[config.mk]
export PLATFORM = sky130hd
export DESIGN_NAME = dfp_burst_responder
export DESIGN_NICKNAME = d
export VERILOG_FILES = /design/src/rtl/dfp_burst_responder_pkg.sv /design/src/rtl/dfp_burst_responder_line_beat_buffer.sv /design/src/rtl/dfp_burst_responder.sv
export SDC_FILE = /design/constraint.sdc
export NUM_CORES = 2
export LEC_CHECK = 0
export ABC_AREA = 1
export CORE_AREA = 5 5 278 280
export DETAILED_ROUTE_END_ITERATION = 6
export DIE_AREA = 0 0 283 285
export PLACE_DENSITY = 0.69
export SLEW_MARGIN = 5
export SYNTH_ARGS = -nofsm -noshare
export SYNTH_HDL_FRONTEND = slang
export SYNTH_HIERARCHICAL = 1
export SYNTH_SLANG_ARGS = --single-unit
[constraint.sdc]
create_clock -name clk -period 15.2 [get_ports clk]
set_input_delay 3.04 -clock clk [delete_from_list [all_inputs] [get_ports clk]]
set_output_delay 3.04 -clock clk [all_outputs]
set_load 0.01 [all_outputs]
[src/rtl/dfp_burst_responder_pkg.sv]
// Shared types and default geometry for the DFP burst responder and the caches
// that connect to it.
//
// Contents:
//   ADDR_BITS_DEF / LINE_BITS_DEF / BEAT_BITS_DEF / TIMEOUT_DEF - default geometry
//   responder_state_t - responder FSM state encoding
package dfp_burst_responder_pkg;

  localparam int unsigned ADDR_BITS_DEF = 32;
  localparam int unsigned LINE_BITS_DEF = 256;
  localparam int unsigned BEAT_BITS_DEF = 64;
  localparam int unsigned TIMEOUT_DEF   = 1023;

  typedef enum logic [2:0] {
    IDLE    = 3'd0,
    RD_REQ  = 3'd1,
    RD_DATA = 3'd2,
    WR_REQ  = 3'd3,
    WR_DATA = 3'd4,
    RESP    = 3'd5
  } responder_state_t;

endpackage

[src/rtl/dfp_burst_responder_line_beat_buffer.sv]
// Cacheline register viewed as BURST_LEN beats. Beat 0 is line bits [BEAT_BITS-1:0].
//
// Ports:
//   clk, rst   - clock, asynchronous active-high reset (buffer clears to 0)
//   clear      - zero the whole line (highest priority)
//   load       - load the full line from load_line
//   load_line  - full-line load data
//   wr_en      - write wr_beat into beat slot wr_idx
//   wr_idx     - beat slot for the write port
//   wr_beat    - beat write data
//   rd_idx     - beat slot for the read mux
//   rd_beat    - registered beat at rd_idx
//   line_next  - line value the register takes at the next edge
module dfp_burst_responder_line_beat_buffer #(
  parameter int unsigned LINE_BITS = 256,
  parameter int unsigned BEAT_BITS = 64,
  localparam int unsigned BURST_LEN = LINE_BITS / BEAT_BITS,
  localparam int unsigned IDX_W     = $clog2(BURST_LEN)
) (
  input  logic                 clk,
  input  logic                 rst,
  input  logic                 clear,
  input  logic                 load,
  input  logic [LINE_BITS-1:0] load_line,
  input  logic                 wr_en,
  input  logic [IDX_W-1:0]     wr_idx,
  input  logic [BEAT_BITS-1:0] wr_beat,
  input  logic [IDX_W-1:0]     rd_idx,
  output logic [BEAT_BITS-1:0] rd_beat,
  output logic [LINE_BITS-1:0] line_next
);

  logic [BURST_LEN-1:0][BEAT_BITS-1:0] beats_q;
  logic [BURST_LEN-1:0][BEAT_BITS-1:0] beats_d;

  // Next-line selection: clear beats load beats single-beat write.
  always_comb begin
    beats_d = beats_q;
    if (clear) begin
      beats_d = '0;
    end else if (load) begin
      beats_d = load_line;
    end else if (wr_en) begin
      beats_d[wr_idx] = wr_beat;
    end
  end

  always_ff @(posedge clk or posedge rst) begin
    if (rst) begin
      beats_q <= '0;
    end else begin
      beats_q <= beats_d;
    end
  end

  assign rd_beat   = beats_q[rd_idx];
  // Lets the last read beat land in dfp_rdata on the same edge it is captured.
  assign line_next = beats_d;

endmodule

[src/rtl/dfp_burst_responder.sv]
// Memory-side responder for the cache DFP interface. Each whole-line
// dfp_read/dfp_write becomes a fixed BURST_LEN-beat burst on the narrower
// bmem bus and is answered with a one-cycle dfp_resp pulse.
//
// Optional feature: define DFP_BURST_RESPONDER_TIMEOUT_EN to add a no-progress
// timeout (TIMEOUT cycles) that sets sticky bmem_err, zeroes the line buffer and
// completes the request anyway. Without it bmem_err is tied 0 and stalls wait.
//
// Ports:
//   clk, rst     - clock, asynchronous active-high reset
//   dfp_addr     - line address (offset bits ignored)
//   dfp_read     - read request, held until dfp_resp
//   dfp_write    - write request, held until dfp_resp
//   dfp_wdata    - write line
//   dfp_rdata    - read line, updated when a read completes
//   dfp_resp     - one-cycle completion pulse
//   bmem_addr    - line-aligned burst address
//   bmem_read    - read burst command, held until bmem_ready
//   bmem_write   - write beat strobe, BURST_LEN consecutive cycles
//   bmem_wdata   - write beat data
//   bmem_ready   - memory accepts a burst command
//   bmem_rdata   - read beat data
//   bmem_rvalid  - read beat valid
//   bmem_err     - sticky timeout flag
module dfp_burst_responder
  import dfp_burst_responder_pkg::*;
#(
  parameter int unsigned ADDR_BITS = ADDR_BITS_DEF,
  parameter int unsigned LINE_BITS = LINE_BITS_DEF,
  parameter int unsigned BEAT_BITS = BEAT_BITS_DEF,
  parameter int unsigned TIMEOUT   = TIMEOUT_DEF
) (
  input  logic                 clk,
  input  logic                 rst,
  input  logic [ADDR_BITS-1:0] dfp_addr,
  input  logic                 dfp_read,
  input  logic                 dfp_write,
  input  logic [LINE_BITS-1:0] dfp_wdata,
  output logic [LINE_BITS-1:0] dfp_rdata,
  output logic                 dfp_resp,
  output logic [ADDR_BITS-1:0] bmem_addr,
  output logic                 bmem_read,
  output logic                 bmem_write,
  output logic [BEAT_BITS-1:0] bmem_wdata,
  input  logic                 bmem_ready,
  input  logic [BEAT_BITS-1:0] bmem_rdata,
  input  logic                 bmem_rvalid,
  output logic                 bmem_err
);

  localparam int unsigned BURST_LEN  = LINE_BITS / BEAT_BITS;
  localparam int unsigned CNT_W      = $clog2(BURST_LEN);
  localparam int unsigned LINE_BYTES = LINE_BITS / 8;
  localparam logic [ADDR_BITS-1:0] ALIGN_MASK = ~ADDR_BITS'(LINE_BYTES - 1);
  localparam logic [CNT_W-1:0]     LAST_BEAT  = CNT_W'(BURST_LEN - 1);

  responder_state_t     state_q;
  responder_state_t     state_d;
  logic [CNT_W-1:0]     cnt_q;
  logic [CNT_W-1:0]     cnt_d;
  logic                 buf_clear;
  logic                 buf_load;
  logic                 buf_wr;
  logic [BEAT_BITS-1:0] rd_beat;
  logic [LINE_BITS-1:0] buf_next;
  logic                 rd_done;
  logic                 wr_active_d;
  logic                 tmo;

  dfp_burst_responder_line_beat_buffer #(
    .LINE_BITS (LINE_BITS),
    .BEAT_BITS (BEAT_BITS)
  ) u_line_buf (
    .clk       (clk),
    .rst       (rst),
    .clear     (buf_clear),
    .load      (buf_load),
    .load_line (dfp_wdata),
    .wr_en     (buf_wr),
    .wr_idx    (cnt_q),
    .wr_beat   (bmem_rdata),
    .rd_idx    (cnt_d),
    .rd_beat   (rd_beat),
    .line_next (buf_next)
  );

  // Next state, beat counter and line-buffer controls.
  always_comb begin
    state_d   = state_q;
    cnt_d     = cnt_q;
    buf_clear = 1'b0;
    buf_load  = 1'b0;
    buf_wr    = 1'b0;
    case (state_q)
      IDLE: begin
        // Read wins if both are (illegally) high.
        if (dfp_read) begin
          state_d = RD_REQ;
        end else if (dfp_write) begin
          state_d  = WR_REQ;
          buf_load = 1'b1;
        end
      end
      RD_REQ: begin
        if (bmem_ready) begin
          state_d = RD_DATA;
          cnt_d   = '0;
        end
      end
      RD_DATA: begin
        if (bmem_rvalid) begin
          buf_wr = 1'b1;
          if (cnt_q == LAST_BEAT) begin
            state_d = RESP;
            cnt_d   = '0;
          end else begin
            cnt_d = cnt_q + CNT_W'(1);
          end
        end
      end
      WR_REQ: begin
        // Beat 0 is already on the bus; acceptance consumes it.
        if (bmem_ready) begin
          state_d = WR_DATA;
          cnt_d   = CNT_W'(1);
        end
      end
      WR_DATA: begin
        if (cnt_q == LAST_BEAT) begin
          state_d = RESP;
          cnt_d   = '0;
        end else begin
          cnt_d = cnt_q + CNT_W'(1);
        end
      end
      RESP: begin
        state_d = IDLE;
      end
      default: begin
        state_d = IDLE;
      end
    endcase
    // Timeout completes the request with an all-zero line.
    if (tmo) begin
      state_d   = RESP;
      cnt_d     = '0;
      buf_clear = 1'b1;
      buf_wr    = 1'b0;
    end
  end

  assign rd_done     = (state_q == RD_REQ || state_q == RD_DATA) && (state_d == RESP);
  assign wr_active_d = (state_d == WR_REQ) || (state_d == WR_DATA);

  // State, counter and registered outputs.
  always_ff @(posedge clk or posedge rst) begin
    if (rst) begin
      state_q    <= IDLE;
      cnt_q      <= '0;
      dfp_resp   <= 1'b0;
      dfp_rdata  <= '0;
      bmem_read  <= 1'b0;
      bmem_write <= 1'b0;
      bmem_addr  <= '0;
      bmem_wdata <= '0;
    end else begin
      state_q    <= state_d;
      cnt_q      <= cnt_d;
      dfp_resp   <= (state_d == RESP);
      bmem_read  <= (state_d == RD_REQ);
      bmem_write <= wr_active_d;
      if (state_q == IDLE && state_d != IDLE) begin
        bmem_addr <= dfp_addr & ALIGN_MASK;
      end
      // Beat 0 comes straight from dfp_wdata while the buffer is loading.
      if (state_q == IDLE && state_d == WR_REQ) begin
        bmem_wdata <= dfp_wdata[BEAT_BITS-1:0];
      end else if (wr_active_d) begin
        bmem_wdata <= rd_beat;
      end else begin
        bmem_wdata <= '0;
      end
      if (rd_done) begin
        dfp_rdata <= buf_next;
      end
    end
  end

`ifdef DFP_BURST_RESPONDER_TIMEOUT_EN
  localparam int unsigned TMR_W = $clog2(TIMEOUT + 1);
  localparam logic [TMR_W-1:0] TMR_FIRE = TMR_W'(TIMEOUT - 1);
  localparam logic [TMR_W-1:0] TMR_MAX  = TMR_W'(TIMEOUT);

  logic [TMR_W-1:0] tmr_q;
  logic             stall_state;
  logic             progress;
  logic             err_q;

  assign stall_state = (state_q == RD_REQ) || (state_q == RD_DATA) || (state_q == WR_REQ);
  assign progress    = ((state_q == RD_REQ)  && bmem_ready) ||
                       ((state_q == RD_DATA) && bmem_rvalid) ||
                       ((state_q == WR_REQ)  && bmem_ready);
  // Fires on the TIMEOUT-th consecutive cycle without progress.
  assign tmo = stall_state && !progress && (tmr_q == TMR_FIRE);

  // No-progress cycle counter; saturates so long idle periods cannot wrap.
  always_ff @(posedge clk or posedge rst) begin
    if (rst) begin
      tmr_q <= '0;
      err_q <= 1'b0;
    end else begin
      if (state_d != state_q || progress) begin
        tmr_q <= '0;
      end else if (tmr_q != TMR_MAX) begin
        tmr_q <= tmr_q + TMR_W'(1);
      end
      if (tmo) begin
        err_q <= 1'b1;
      end
    end
  end

  assign bmem_err = err_q;
`else
  assign tmo      = 1'b0;
  assign bmem_err = 1'b0;

  // TIMEOUT only matters when the timeout logic is compiled in.
  if (TIMEOUT == 0) begin : g_timeout_unused
  end
`endif

endmodule

# [Word-level counts from Yosys, hierarchy flattened]
# Index checks and enable logic that the tools add are counted.
[totals] output_inout_bits=356 word_cells=59 input_bits=358 regBits=611
[op_classes] reduce_logical=8 mux=26 order_cmp=3 add_sub_neg=1 n_eq_ne=9
[op_table] operator="256-bit two-way mux" n=2
[op_table] operator="256-bit bitwise mux" n=1
[op_table] operator="64-bit two-way mux" n=4
[op_table] operator="64-bit binary-select mux with 2-bit select" n=1
[op_table] operator="64-bit demux with 2-bit select" n=1
[op_table] operator="3-bit two-way mux" n=6
[op_table] operator="3-bit one-hot mux with 5 select lines" n=1
[op_table] operator="3-bit by 2-bit == test with 1-bit output, second input constant" n=3
[op_table] operator="3-bit == test, second input constant" n=3
[op_table] operator="2-bit two-way mux" n=4
[op_table] operator="2-bit one-hot mux with 4 select lines" n=1
[op_table] operator="3-bit by 1-bit == test with 1-bit output, second input constant" n=2
[op_table] operator="2-bit by 3-bit less-than comparator with 1-bit output, second input constant" n=2
[op_table] operator="1-bit two-way mux" n=5
[op_table] operator="1-bit logical AND" n=4
[op_table] operator="3-bit zero test" n=1
[op_table] operator="3-bit nonzero test" n=1
[op_table] operator="2-bit by 1-bit adder with 2-bit output, second input constant" n=1
[op_table] operator="2-bit == test, second input constant" n=1
[op_table] operator="2-bit by 1-bit >= comparator with 1-bit output, second input constant" n=1
[op_table] operator="1-bit logical OR" n=2

# [Logic depth before layout (Yosys ltp)]
[depth] depth_word=8 mapped_depth=18 mapped_depth_nobuf=15

# [Cells and area by module]
# Netlist, hierarchy kept.
[modules_own_cells] module="dfp_burst_responder_line_beat_buffer" n_inst=1 cells_per_inst=2614 area_each_um2=17311.6
[modules_own_cells] module="dfp_burst_responder" n_inst=1 cells_per_inst=1695 area_each_um2=14198.6

# [Least setup slack after synthesis]
# OpenSTA, ideal clock, no wires.
[synth_path] kind="in2reg" start="in bmem_rvalid" end="reg bmem_wdata[10]" setup_time_ns=0.065 path_buffers=3 required_time_ns=15.135 slack_ns=10.683 t_arrival_ns=4.452 path_stages=17 path_cell_list="inv_1 > nand2_1 > o21ai_0 > nand2_1 > nand2_1 > nor2_1 > o21ai_0 > buf_6 > inv_2 > buf_6 > buf_2 > nor2_1 > o22ai_1 > inv_1 > nor2_1 > nand3_1 > nand2_1"
[synth_between] elab_chain_len=6
[synth_lines] item="from (decl)" line="dfp_burst_responder.sv:47" text="input logic bmem_rvalid,"
[synth_lines] item="2-bit two-way mux" line="dfp_burst_responder.sv:111" text="if (bmem_rvalid) begin"
[synth_lines] item="2-bit one-hot mux with 4 select lines" line="dfp_burst_responder.sv:94" text="case (state_q)"
[synth_lines] item="net cnt_d[0]" line="dfp_burst_responder.sv:60" text="logic [CNT_W-1:0] cnt_d;"
[synth_lines] item="64-bit binary-select mux with 2-bit select" line="dfp_burst_responder_line_beat_buffer.sv:56" text="assign rd_beat = beats_q[rd_idx];"
[synth_lines] item="64-bit two-way mux (implied by the code)" line="dfp_burst_responder_line_beat_buffer.sv:56"
[synth_lines] item="net rd_beat[10]" line="dfp_burst_responder.sv:64" text="logic [BEAT_BITS-1:0] rd_beat;"
[synth_lines] item="64-bit two-way mux" line="dfp_burst_responder.sv:178" text="end else if (wr_active_d) begin"
[synth_lines] item="64-bit two-way mux" line="dfp_burst_responder.sv:176" text="if (state_q == IDLE && state_d == WR_REQ) begin"
[synth_lines] item="to (signal assigned)" line="dfp_burst_responder.sv:177" text="bmem_wdata <= dfp_wdata[BEAT_BITS-1:0];"
[synth_lines] item="to (signal assigned)" line="dfp_burst_responder.sv:179" text="bmem_wdata <= rd_beat;"
[synth_lines] item="to (decl)" line="dfp_burst_responder.sv:44" text="output logic [BEAT_BITS-1:0] bmem_wdata,"
# The timed path passes the listed nets, and every way through them passes these cells. The select of a mux whose other input is x is not followed.
# A chain may end at the register's enable or synchronous reset.

# [Worst setup path after layout]
[layout_path] start="in dfp_read" end="reg dfp_rdata[157]"
[layout_lines] item="from (decl)" line="dfp_burst_responder.sv:36" text="input logic dfp_read,"
[layout_lines] item="1-bit two-way mux" line="dfp_burst_responder.sv:97" text="if (dfp_read) begin"
[layout_lines] item="1-bit two-way mux" line="dfp_burst_responder.sv:94"
[layout_lines] item="256-bit two-way mux" line="dfp_burst_responder_line_beat_buffer.sv:41" text="end else if (load) begin"
[layout_lines] item="net buf_next[157]" line="dfp_burst_responder.sv:65" text="logic [LINE_BITS-1:0] buf_next;"
[layout_lines] item="to (signal assigned)" line="dfp_burst_responder.sv:184" text="dfp_rdata <= buf_next;"
[layout_lines] item="to (decl)" line="dfp_burst_responder.sv:39" text="output logic [LINE_BITS-1:0] dfp_rdata,"
# The timed path passes the listed nets, and every way through them passes these cells.

==> results.md <==
- Status: finished clean
- First-pass GRT wire length: 190 mm
- Adder-cell area share of the yosys netlist: 0.000397
- Clk_lat worst skew: 620 ps
- FILL cells: 7092
- DR vias/cell: 5.42
- Dpl hpwl: 76.2 mm
- Reg2reg end: bmem_wdata[26]$_DFF_PP0_
- Die height: 285 um
- Post-synth EDFFs: 0
- WP data required: 15740 ps
- Core area: 74200 sq um
- Crit path launch: dfp_read
- Netlist Area Pre-Place: 31500 sq um
- Fin. max-slew vios: 0
- Gate Count Post-Synth: 4309
- Worst Skew: 31.4 ps
- Number of DRC markers in iteration 0: 3464
- Die area: 80700 sq um
- Final nets: 5164
- DIE WIDTH: 283 um
- Buffers on Ports: 702
- Post-CTS Hold Buffers: 0
- CTS buffer count: 72
- H-tree depth: 3
- Avg Inst Size Synth: 7.31 sq um
- Row cnt: 100
- Starting Density: 0.425
- Clk slew on worst S/H paths: 60 ps
- Met2 Use GR: 0.476
- Asr flop ratio synth: 1.00
- Worst Path Arrival: 6640 ps
- Clk sinks: 611
- Multi-input gate area: 12900 sq um
- Vias in the first global route: 30.8k
- Largest net degree at the start of global routing: 138
- TritonCTS clock tree: yes
- Deepest clock path buffer count: 3
- Post-Synth XOR/XNOR Area: 0
- Setup TNS: 0 ps
- Tmin final: 6100 ps
- Fin. Hold Viols: 0
- M3 GR Usage: 0.0795
- Post-CTS setup buffer count: 0
- CP Max Fanout: 106
- CP startpoint kind: input pin
- Largest family of logic cells by synthesized area: simple AND/OR/NAND/NOR gates
- Crit share post-route: 0.401
- Share of post-route cells with drive strength above 1: 0.0378
- Initial antenna violation count: 42
- Synthesis-to-finish area growth: 29.1%
- Remaining global-route overflow: 0
- Crit end category: register
- Clk Tree Root Cell: clkbuf_16
- Seq cells post-synth: 611
- Power per cell area: 196 nW/um^2
- Routed WL: 128 mm
- Most frequent cells in the layout: 1508 x nand2_1, 716 x nor2_1, 702 x clkdlybuf4s50_1
- RR Startpoint: cnt_q[1]$_DFF_PP0_
- Vias: 31.8k
- Antenna viol nets, final: 0
- Sequential share of the synthesized area: 0.485
- Crit path capture: dfp_rdata[157]$_DFFE_PP0P_
- Worst r2r path cells: 15
- Top Usage Layer GRT: met2
- Leakage: 21.8 nW
- Max-cap violation count: 0
- Unrepaired setup endpoints after global routing: false
- VDD IR-drop max: 0.162 mV
- Post-synthesis mux area share: 0
- Met1 Track Usage GR: 0.381
- FF-to-FF setup slack: 10420 ps
- Slew @ Worst Pin: 1190 ps
- Post-synthesis simple-gate area fraction: 0.372
- Crit path kind: input pin to register
- Sequential cell area: 15300 sq um
- Post-layout power: 0.00798 W
- GRT Total Usage: 0.302
- Synthesis Warnings: 6
- Final setup vio count: 0
- Iteration count of the initial detailed-routing pass: 6
- Commonest non-fill, non-tap cell in the layout: nand2_1
- Hold slack: 467 ps
- Cts repair resizes: 0
- Most used DFF post-synth: dfrtp_1
- Post-synthesis compound-gate area fraction: 0.0349
- HP Class: register to register
- DRC viols: 0
- Top Ports: 714
- Routed len/inst: 21.9 um
- Placer Congestion: 0.939
- Slew HR: 0.204
- Unique masters post-synth: 27
- Achievable Freq: 164 MHz
-- per-stage QoR --
stage	std cells	worst slack, ps	instance area [sq um]	utilization
after floorplan	4318	2310	31500	-
after global placement	5700	8580	38100	0.514
after detailed placement	5700	8640	38100	0.514
after CTS	5831	9260	40600	0.547
after global routing	5861	8910	40700	0.548
final	5865	9100	40700	0.548
-- cell usage after synthesis, types with 3 or more instances --
library cell / count / area (sq um)
nand2_1: 1508 / 5660
buf_4: 36 / 270
nand3_1: 325 / 1630
nand4_1: 257 / 1610
buf_8: 3 / 45.0
o22ai_1: 64 / 400
buf_2: 175 / 876
dfrtp_1: 611 / 15300
inv_2: 7 / 26.3
o21ai_0: 53 / 265
clkbuf_2: 3 / 15.0
o21ai_1: 83 / 415
buf_6: 61 / 687
nand3_4: 4 / 70.1
nor2_1: 718 / 2700
inv_1: 335 / 1260
clkbuf_1: 52 / 195
-- registers in the layout, indices dropped and copies added (netlist names), 2 cells and up --
register	count
bmem_addr	27
bmem_wdata	64
cnt_q	2
dfp_rdata	256
state_q	3
u_line_buf/beats_q	256
-- worst max-delay path, cell delays in order --
cell	delay (ps)
clkdlybuf4s50_1	480
inv_1	40
nand2_1	110
nor2_4	70
inv_8	430
buf_4	680
buf_4	960
nor2_1	70
nor2_1	180
nand2_1	70
inv_1	70
nand2_1	130
nand2_1	140
-- worst min-delay path by stage --
stage                          startpoint                         end  slack [ps]  cells after the start
2_1_floorplan   bmem_addr[10]$_DFFE_PP0P_   bmem_addr[10]$_DFFE_PP0P_         510                      2
4_1_cts        dfp_rdata[171]$_DFFE_PP0P_  dfp_rdata[171]$_DFFE_PP0P_         470                      2
6_report        bmem_addr[18]$_DFFE_PP0P_   bmem_addr[18]$_DFFE_PP0P_         470                      2
3_3_place_gp    bmem_addr[21]$_DFFE_PP0P_   bmem_addr[21]$_DFFE_PP0P_         450                      2
5_1_grt         bmem_addr[18]$_DFFE_PP0P_   bmem_addr[18]$_DFFE_PP0P_         480                      2
3_5_place_dp    bmem_addr[28]$_DFFE_PP0P_   bmem_addr[28]$_DFFE_PP0P_         460                      2
-- routing by layer --
metal  vias up  part of all wire
met2      1862              0.46
li1      14600                 -
met1     15000              0.38
met3       407              0.10
met5         -           0.00055
met4        12             0.055
-- cell type report --
class                   count  share of cell area
diodes                     34             0.00209
clock buffers             108              0.0531
clock inverters            23             0.00797
inverters                 344              0.0328
multi-input cells        3033               0.317
flip-flops and latches    611               0.376
well taps                 969              0.0298
repair buffers            743               0.181
-- report_power, final --
group	switching, W	internal (W)
Combinational	0.00243	0.00136
Sequential	0.000315	0.00206
Clock	0.000717	0.00110
-- cell families (layout without fill, tap and decap cells) --
kind of cell | count (synthesis) | after routing
adder cells (fa/ha/maj) | 1 | 1
other | 1 | 44
AO/OA/AOI/OAI | 203 | 203
AND/OR/NAND/NOR | 2819 | 2819
buffers and inverters | 674 | 1218
flip-flops | 611 | 611
(Power assumes the default switching activity.)
